==> src/rtl/ii_bank_scheduler.sv <==
// Ping-pong bank scheduler for the two integral-image RAM banks.
// Optional drop/short counters are built only when II_SCHED_DROP_CNT_EN is defined.
module ii_bank_scheduler #(
  parameter int FRAME_WORDS = 19200,
  parameter int ADDR_W      = 15,
  parameter int CNT_W       = 16
) (
  input  logic              pclk,
  input  logic              rst_n,
  input  logic              we,
  input  logic [ADDR_W-1:0] ii_address,
  input  logic              cap_done,
  input  logic [ADDR_W-1:0] det_addr,
  input  logic              det_done,
  output logic              mem_we,
  output logic [ADDR_W:0]   mem_waddr,
  output logic [ADDR_W:0]   mem_raddr,
  output logic              det_start,
  output logic              det_busy,
  output logic              wr_bank,
  output logic              rd_bank,
  output logic [CNT_W-1:0]  frame_cnt,
  output logic [CNT_W-1:0]  drop_cnt,
  output logic [CNT_W-1:0]  short_cnt,
  output logic [1:0]        state_dbg
);

  localparam logic [1:0] S_IDLE      = 2'd0;
  localparam logic [1:0] S_FILL      = 2'd1;
  localparam logic [1:0] S_FILL_BUSY = 2'd2;

  localparam int WC_W = $clog2(FRAME_WORDS + 2);
  localparam logic [WC_W-1:0] WC_FULL = WC_W'(FRAME_WORDS);
  localparam logic [WC_W-1:0] WC_SAT  = WC_W'(FRAME_WORDS + 1);

  logic [1:0]       state_q, state_d;
  logic             wr_bank_q, wr_bank_d;
  logic             rd_bank_q, rd_bank_d;
  logic             det_start_q, det_start_d;
  logic [WC_W-1:0]  wr_cnt_q, wr_cnt_d, wr_cnt_eff;
  logic [CNT_W-1:0] frame_cnt_q, frame_cnt_d;
  logic             word_ok, frame_ok, handoff;

  // Handshake: det_start is a one-cycle tick once rd_bank holds a whole frame;
  // the detector keeps that bank (det_busy) until it returns a one-cycle det_done.
  always_comb begin
    word_ok    = we && (state_q != S_IDLE);
    wr_cnt_eff = (word_ok && (wr_cnt_q != WC_SAT)) ? wr_cnt_q + 1'b1 : wr_cnt_q;
    frame_ok   = cap_done && (state_q != S_IDLE) && (wr_cnt_eff == WC_FULL);
    handoff    = frame_ok && ((state_q == S_FILL) || ((state_q == S_FILL_BUSY) && det_done));

    state_d     = state_q;
    wr_bank_d   = wr_bank_q;
    rd_bank_d   = rd_bank_q;
    det_start_d = handoff;
    wr_cnt_d    = cap_done ? '0 : wr_cnt_eff;
    frame_cnt_d = frame_cnt_q + {{(CNT_W-1){1'b0}}, handoff};

    if (handoff) begin
      rd_bank_d = wr_bank_q;
      wr_bank_d = ~wr_bank_q;
    end

    case (state_q)
      S_IDLE:      if (cap_done) state_d = S_FILL;
      S_FILL:      if (handoff) state_d = S_FILL_BUSY;
      S_FILL_BUSY: if (det_done && !frame_ok) state_d = S_FILL;
      default:     state_d = S_IDLE;
    endcase
  end

  always_ff @(posedge pclk or negedge rst_n) begin
    if (!rst_n) begin
      state_q     <= S_IDLE;
      wr_bank_q   <= 1'b0;
      rd_bank_q   <= 1'b1;
      det_start_q <= 1'b0;
      wr_cnt_q    <= '0;
      frame_cnt_q <= '0;
    end else begin
      state_q     <= state_d;
      wr_bank_q   <= wr_bank_d;
      rd_bank_q   <= rd_bank_d;
      det_start_q <= det_start_d;
      wr_cnt_q    <= wr_cnt_d;
      frame_cnt_q <= frame_cnt_d;
    end
  end

`ifdef II_SCHED_DROP_CNT_EN
  logic [CNT_W-1:0] drop_cnt_q, drop_cnt_d;
  logic [CNT_W-1:0] short_cnt_q, short_cnt_d;
  logic             drop_ev, short_ev;

  always_comb begin
    drop_ev     = frame_ok && (state_q == S_FILL_BUSY) && !det_done;
    short_ev    = cap_done && (state_q != S_IDLE) && !frame_ok;
    drop_cnt_d  = drop_cnt_q + {{(CNT_W-1){1'b0}}, drop_ev};
    short_cnt_d = short_cnt_q + {{(CNT_W-1){1'b0}}, short_ev};
  end

  always_ff @(posedge pclk or negedge rst_n) begin
    if (!rst_n) begin
      drop_cnt_q  <= '0;
      short_cnt_q <= '0;
    end else begin
      drop_cnt_q  <= drop_cnt_d;
      short_cnt_q <= short_cnt_d;
    end
  end

  assign drop_cnt  = drop_cnt_q;
  assign short_cnt = short_cnt_q;
`else
  assign drop_cnt  = '0;
  assign short_cnt = '0;
`endif

  assign mem_we    = word_ok;
  assign mem_waddr = {wr_bank_q, ii_address};
  assign mem_raddr = {rd_bank_q, det_addr};
  assign det_start = det_start_q;
  assign det_busy  = (state_q == S_FILL_BUSY);
  assign wr_bank   = wr_bank_q;
  assign rd_bank   = rd_bank_q;
  assign frame_cnt = frame_cnt_q;
  assign state_dbg = state_q;

endmodule
==> config.mk <==
export PLATFORM = sky130hd
export DESIGN_NAME = ii_bank_scheduler
export DESIGN_NICKNAME = d
export VERILOG_FILES = /design/src/rtl/ii_bank_scheduler.sv
export SDC_FILE = /design/constraint.sdc
export NUM_CORES = 1
export LEC_CHECK = 0
export CAP_MARGIN = 20
export CORE_MARGIN = 2
export CORE_UTILIZATION = 28
export DETAILED_ROUTE_END_ITERATION = 10
export PLACE_DENSITY = 0.6
export SLEW_MARGIN = 20
export SYNTH_ARGS = -nofsm -noshare
export SYNTH_HDL_FRONTEND = slang
export SYNTH_SLANG_ARGS = --single-unit
==> constraint.sdc <==
create_clock -name pclk -period 8 [get_ports pclk]
set_input_delay 1.2 -clock pclk [delete_from_list [all_inputs] [get_ports pclk]]
set_output_delay 1.2 -clock pclk [all_outputs]
set_load 0.03 [all_outputs]
==> summary.txt <==
STA
  • Post-layout worst setup margin: 3.71 ns
  • Final Hold Fails: 0
  • Post-route clock period utilization: 0.536
  • Normalized max-slew margin: 0.588
  • Final setup violation count: 0
  • RSZ-0062 raised after global routing: false
  • Number of max-slew violations in the final report: 0
  • Total negative slack for setup checks: 0 ns
  • Slew at the pin with the worst max-slew slack: 0.616 ns
  • WHS: 0.469 ns
  • Clock Skews: 0.00798 ns
  • Fmax: 0.233 GHz
  • Period minus WS final: 4.29 ns

Logic synthesis
  • Count of synthesis-stage warnings from yosys: 0
  • Synth Cell Area: 2470 µm²
  • Flop and latch count out of synthesis: 36
  • Per-instance average area after synthesis: 9.32 µm²
  • Count of distinct cell types in the synthesized netlist: 43
  • Gate Count Post-Synth: 265
  • Fraction of the yosys area taken by sequential cells: 0.365

Hold path
  • Worst hold-check path type: register to register

Route
  • Total Routed Length: 4370 µm
  • Vias per inst: 4.53
  • Total DRC errors in the routed layout: 0
  • Initial drt markers: 91
  • Routed wire length per instance: 11.9 µm
  • Total iterations of the first detailed-routing run: 4
  • Routed Antenna Nets: 0
  • DR vias: 1663

Die
  • Area of the core: 8640 µm²
  • Top-level port count: 122
  • Die area: 9590 µm²
  • Starting utilization of the core area: 0.286
  • Number of placement rows: 34
  • Vertical die dimension: 97.9 µm
  • Die width: 97.9 µm

Clocking
  • Number of buffers inserted during clock tree synthesis: 5
  • Buffers inserted by post-CTS timing repair: 0
  • Worst-Skew Late Latency: 0.28 ns
  • Clock tree buffer depth: 2
  • Total number of clock tree sinks: 36
  • Number of buffers added to fix hold violations after cts: 0
  • Clock tree from TritonCTS: built
  • Clock-pin transition on the worst setup and hold timing paths: 0.07 ns
  • Cell at the root of the clock tree: sky130_fd_sc_hd__clkbuf_8
  • Gates resized, CTS repair: 0
  • H-tree Lvls: 2

Power and ir drop
  • Worst ir drop on vdd: 0.0000474 V
  • Combinational fraction of design power: 0.102
  • Total power density per cell area: 141 nW/µm²
  • P_int: 0.268 mW
  • Static leakage: 1.08 nW
  • Psw: 0.0956 mW
  • Share of power burned in registers: 0.510
  • Fraction of power spent switching nets: 0.263
  • Clock power share: 0.387
  • Total Power Consumption: 0.363 mW

Placement
  • Sum of net half-perimeters after detailed placement: 3290 µm
  • Post-placement setup slack: 3.38 ns
  • Final RePlAce weighted congestion: 0.847
  • Port buffer count: 29
  • Number of cells in the design after placement: 359
  • Post-detailed-placement cell area: 2480 µm²

Cells and area
  • Area taken by flip-flops and latches: 902 µm²
  • Number of inserted filler cells in the final layout: 899
  • Net total in the final layout: 297
  • Post-layout util: 0.299
  • Final instance count without filler cells: 367
  • Area used by multi-input combinational logic: 1130 µm²
  • Cell area after layout: 2580 µm²
  • Antenna diode count: 0
  • Most frequent cells in the layout: 35 x sky130_fd_sc_hd__dfrtp_1, 32 x sky130_fd_sc_hd__conb_1, 29 x sky130_fd_sc_hd__clkdlybuf4s50_1
  • Area grow syn2layout: 4.51%
  • Most common cell after layout, fill and taps aside: sky130_fd_sc_hd__dfrtp_1
  • Layout cells sized above 1: 0.0656

Worst setup path
  • CP Launch Type: primary input
  • Worst EP required: 8.21 ns
  • Worst-path maximum fanout: 11
  • Arrival @ worst endpoint: 4.50 ns
  • Standard cell with the maximum stage delay on the critical path: sky130_fd_sc_hd__clkdlybuf4s50_1
  • Most frequent cell on the critical path: sky130_fd_sc_hd__ha_1
  • Worst setup path class: primary input to register
  • Setup crit end kind: register
  • Worst path cell trace: clkdlybuf4s50_1 > o211ai_2 > nor4_2 > and3_1 > o2111ai_2 > nor4_4 > ha_1 > ha_1 > nand2_1 > or2_2 > nor2_1 > xor2_1
  • Max stage delay on crit path: 0.55 ns

GRT
  • Number of antenna violations at the first check in global routing: 0
  • Number of global-route vias before repair: 1549
  • Maximum number of pins on one net before global-route repair: 37
  • GRT Residual Overflow: 0
  • Global-route wire length before repair: 7420 µm
  • GRT Util Overall: 0.0936

Flow run
  • Max_cap viols: 0

Outcome
  • Status: completed
flip-flops by register name, indices dropped and copies added, names as in the netlist:
name and cells:
det_start 1, frame_cnt 16, rd_bank 1, state_dbg 2, wr_bank 1, wr_cnt_q 15
logic make-up after synthesis:
kind of cell	Yosys count	synth area share
AND/OR/NAND/NOR	87	0.199
XOR/XNOR	31	0.110
other	1	0.00152
buffers and inverters	79	0.224
flip-flops	36	0.365
AO/OA/AOI/OAI	27	0.0805
adder cells (fa/ha/maj)	4	0.0203
synth_stat cells:
| library cell | number | area share |
|---|---|---|
| sky130_fd_sc_hd__buf_4 | 64 | 0.19 |
| sky130_fd_sc_hd__dfrtp_1 | 35 | 0.35 |
| sky130_fd_sc_hd__nor2_1 | 21 | 0.032 |
| sky130_fd_sc_hd__xnor2_1 | 19 | 0.067 |
| sky130_fd_sc_hd__nand2_1 | 17 | 0.026 |
| sky130_fd_sc_hd__xor2_1 | 12 | 0.043 |
| sky130_fd_sc_hd__nand4_1 | 8 | 0.020 |
| sky130_fd_sc_hd__a21oi_1 | 7 | 0.014 |
| sky130_fd_sc_hd__and3_1 | 7 | 0.018 |
| sky130_fd_sc_hd__nand3_1 | 7 | 0.014 |
| sky130_fd_sc_hd__buf_2 | 6 | 0.012 |
| sky130_fd_sc_hd__nor2b_1 | 6 | 0.015 |
| sky130_fd_sc_hd__o21ai_0 | 5 | 0.010 |
| sky130_fd_sc_hd__ha_1 | 4 | 0.020 |
| sky130_fd_sc_hd__inv_1 | 4 | 0.0061 |
| sky130_fd_sc_hd__and2_1 | 3 | 0.0076 |
| sky130_fd_sc_hd__clkbuf_1 | 3 | 0.0046 |
| sky130_fd_sc_hd__nor3_1 | 3 | 0.0061 |
| sky130_fd_sc_hd__nor4_1 | 3 | 0.0076 |
| sky130_fd_sc_hd__or3_1 | 3 | 0.0076 |
| sky130_fd_sc_hd__a211oi_1 | 2 | 0.0061 |
| sky130_fd_sc_hd__and4_1 | 2 | 0.0071 |
| sky130_fd_sc_hd__nor4_2 | 2 | 0.010 |
| sky130_fd_sc_hd__o2111ai_2 | 2 | 0.012 |
| sky130_fd_sc_hd__o31ai_1 | 2 | 0.0061 |
| sky130_fd_sc_hd__a22o_1 | 1 | 0.0035 |
| sky130_fd_sc_hd__a2bb2oi_1 | 1 | 0.0035 |
| sky130_fd_sc_hd__buf_6 | 1 | 0.0046 |
| sky130_fd_sc_hd__clkbuf_2 | 1 | 0.0020 |
| sky130_fd_sc_hd__conb_1 | 1 | 0.0015 |
| sky130_fd_sc_hd__dfstp_2 | 1 | 0.011 |
| sky130_fd_sc_hd__nand4_4 | 1 | 0.0086 |
| sky130_fd_sc_hd__nor4_4 | 1 | 0.0086 |
| sky130_fd_sc_hd__nor4b_1 | 1 | 0.0035 |
| sky130_fd_sc_hd__nor4bb_1 | 1 | 0.0041 |
| sky130_fd_sc_hd__o211ai_1 | 1 | 0.0030 |
| sky130_fd_sc_hd__o211ai_2 | 1 | 0.0051 |
| sky130_fd_sc_hd__o21a_1 | 1 | 0.0030 |
| sky130_fd_sc_hd__o22ai_1 | 1 | 0.0025 |
| sky130_fd_sc_hd__o311a_1 | 1 | 0.0041 |
| sky130_fd_sc_hd__o32ai_1 | 1 | 0.0035 |
| sky130_fd_sc_hd__o41ai_1 | 1 | 0.0035 |
| sky130_fd_sc_hd__or2_2 | 1 | 0.0025 |
power by group through the flow:
stage / clock network [mW] / registers [mW] / logic (mW)
3_3_place_gp: 0 / 0.189 / 0.0371
3_5_place_dp: 0 / 0.189 / 0.0374
6_report: 0.141 / 0.185 / 0.0371
4_1_cts: 0.146 / 0.185 / 0.0374
5_1_grt: 0.155 / 0.186 / 0.0405
2_1_floorplan: 0 / 0.188 / 0.0689
final cells by class:
| type | count | area share |
|---|---|---|
| Timing Repair Buffer | 30 | 0.115 |
| Multi-Input combinational cell | 181 | 0.438 |
| Tap cell | 108 | 0.0524 |
| Clock buffer | 8 | 0.0388 |
| Inverter | 4 | 0.00582 |
| Sequential cell | 36 | 0.349 |
critical path: cells and delay by family:
kind            cells  cell delay [ns]
buf+inv             1             0.55
fa+ha+maj           2             0.52
xor+xnor            1             0.16
simple gates        6             1.63
compound gates      2             0.45
path summary, 6_finish.rpt:
check / cells after the start / slack [ns] / start / end
max: 12 / 3.71 / we / frame_cnt[12]
min: 1 / 0.47 / frame_cnt[15] / frame_cnt[15]
max reg2reg: 12 / 4.39 / wr_cnt_q[0] / frame_cnt[12]
min reg2reg: 1 / 0.47 / frame_cnt[15] / frame_cnt[15]
max in group asynchronous: 2 / 6.33 / rst_n / rd_bank
min in group asynchronous: 2 / 1.33 / rst_n / frame_cnt[4]
routing by layer:
metal / vias to the layer above / global-route usage / share of wire
met4: 0 / 0.0321 / 0.012
met2: 62 / 0.154 / 0.46
met3: 12 / 0.0344 / 0.073
met1: 802 / 0.113 / 0.45
met5: - / 0 / 0
li1: 787 / - / -
Note: power is estimated with default switching activity, not from simulation.
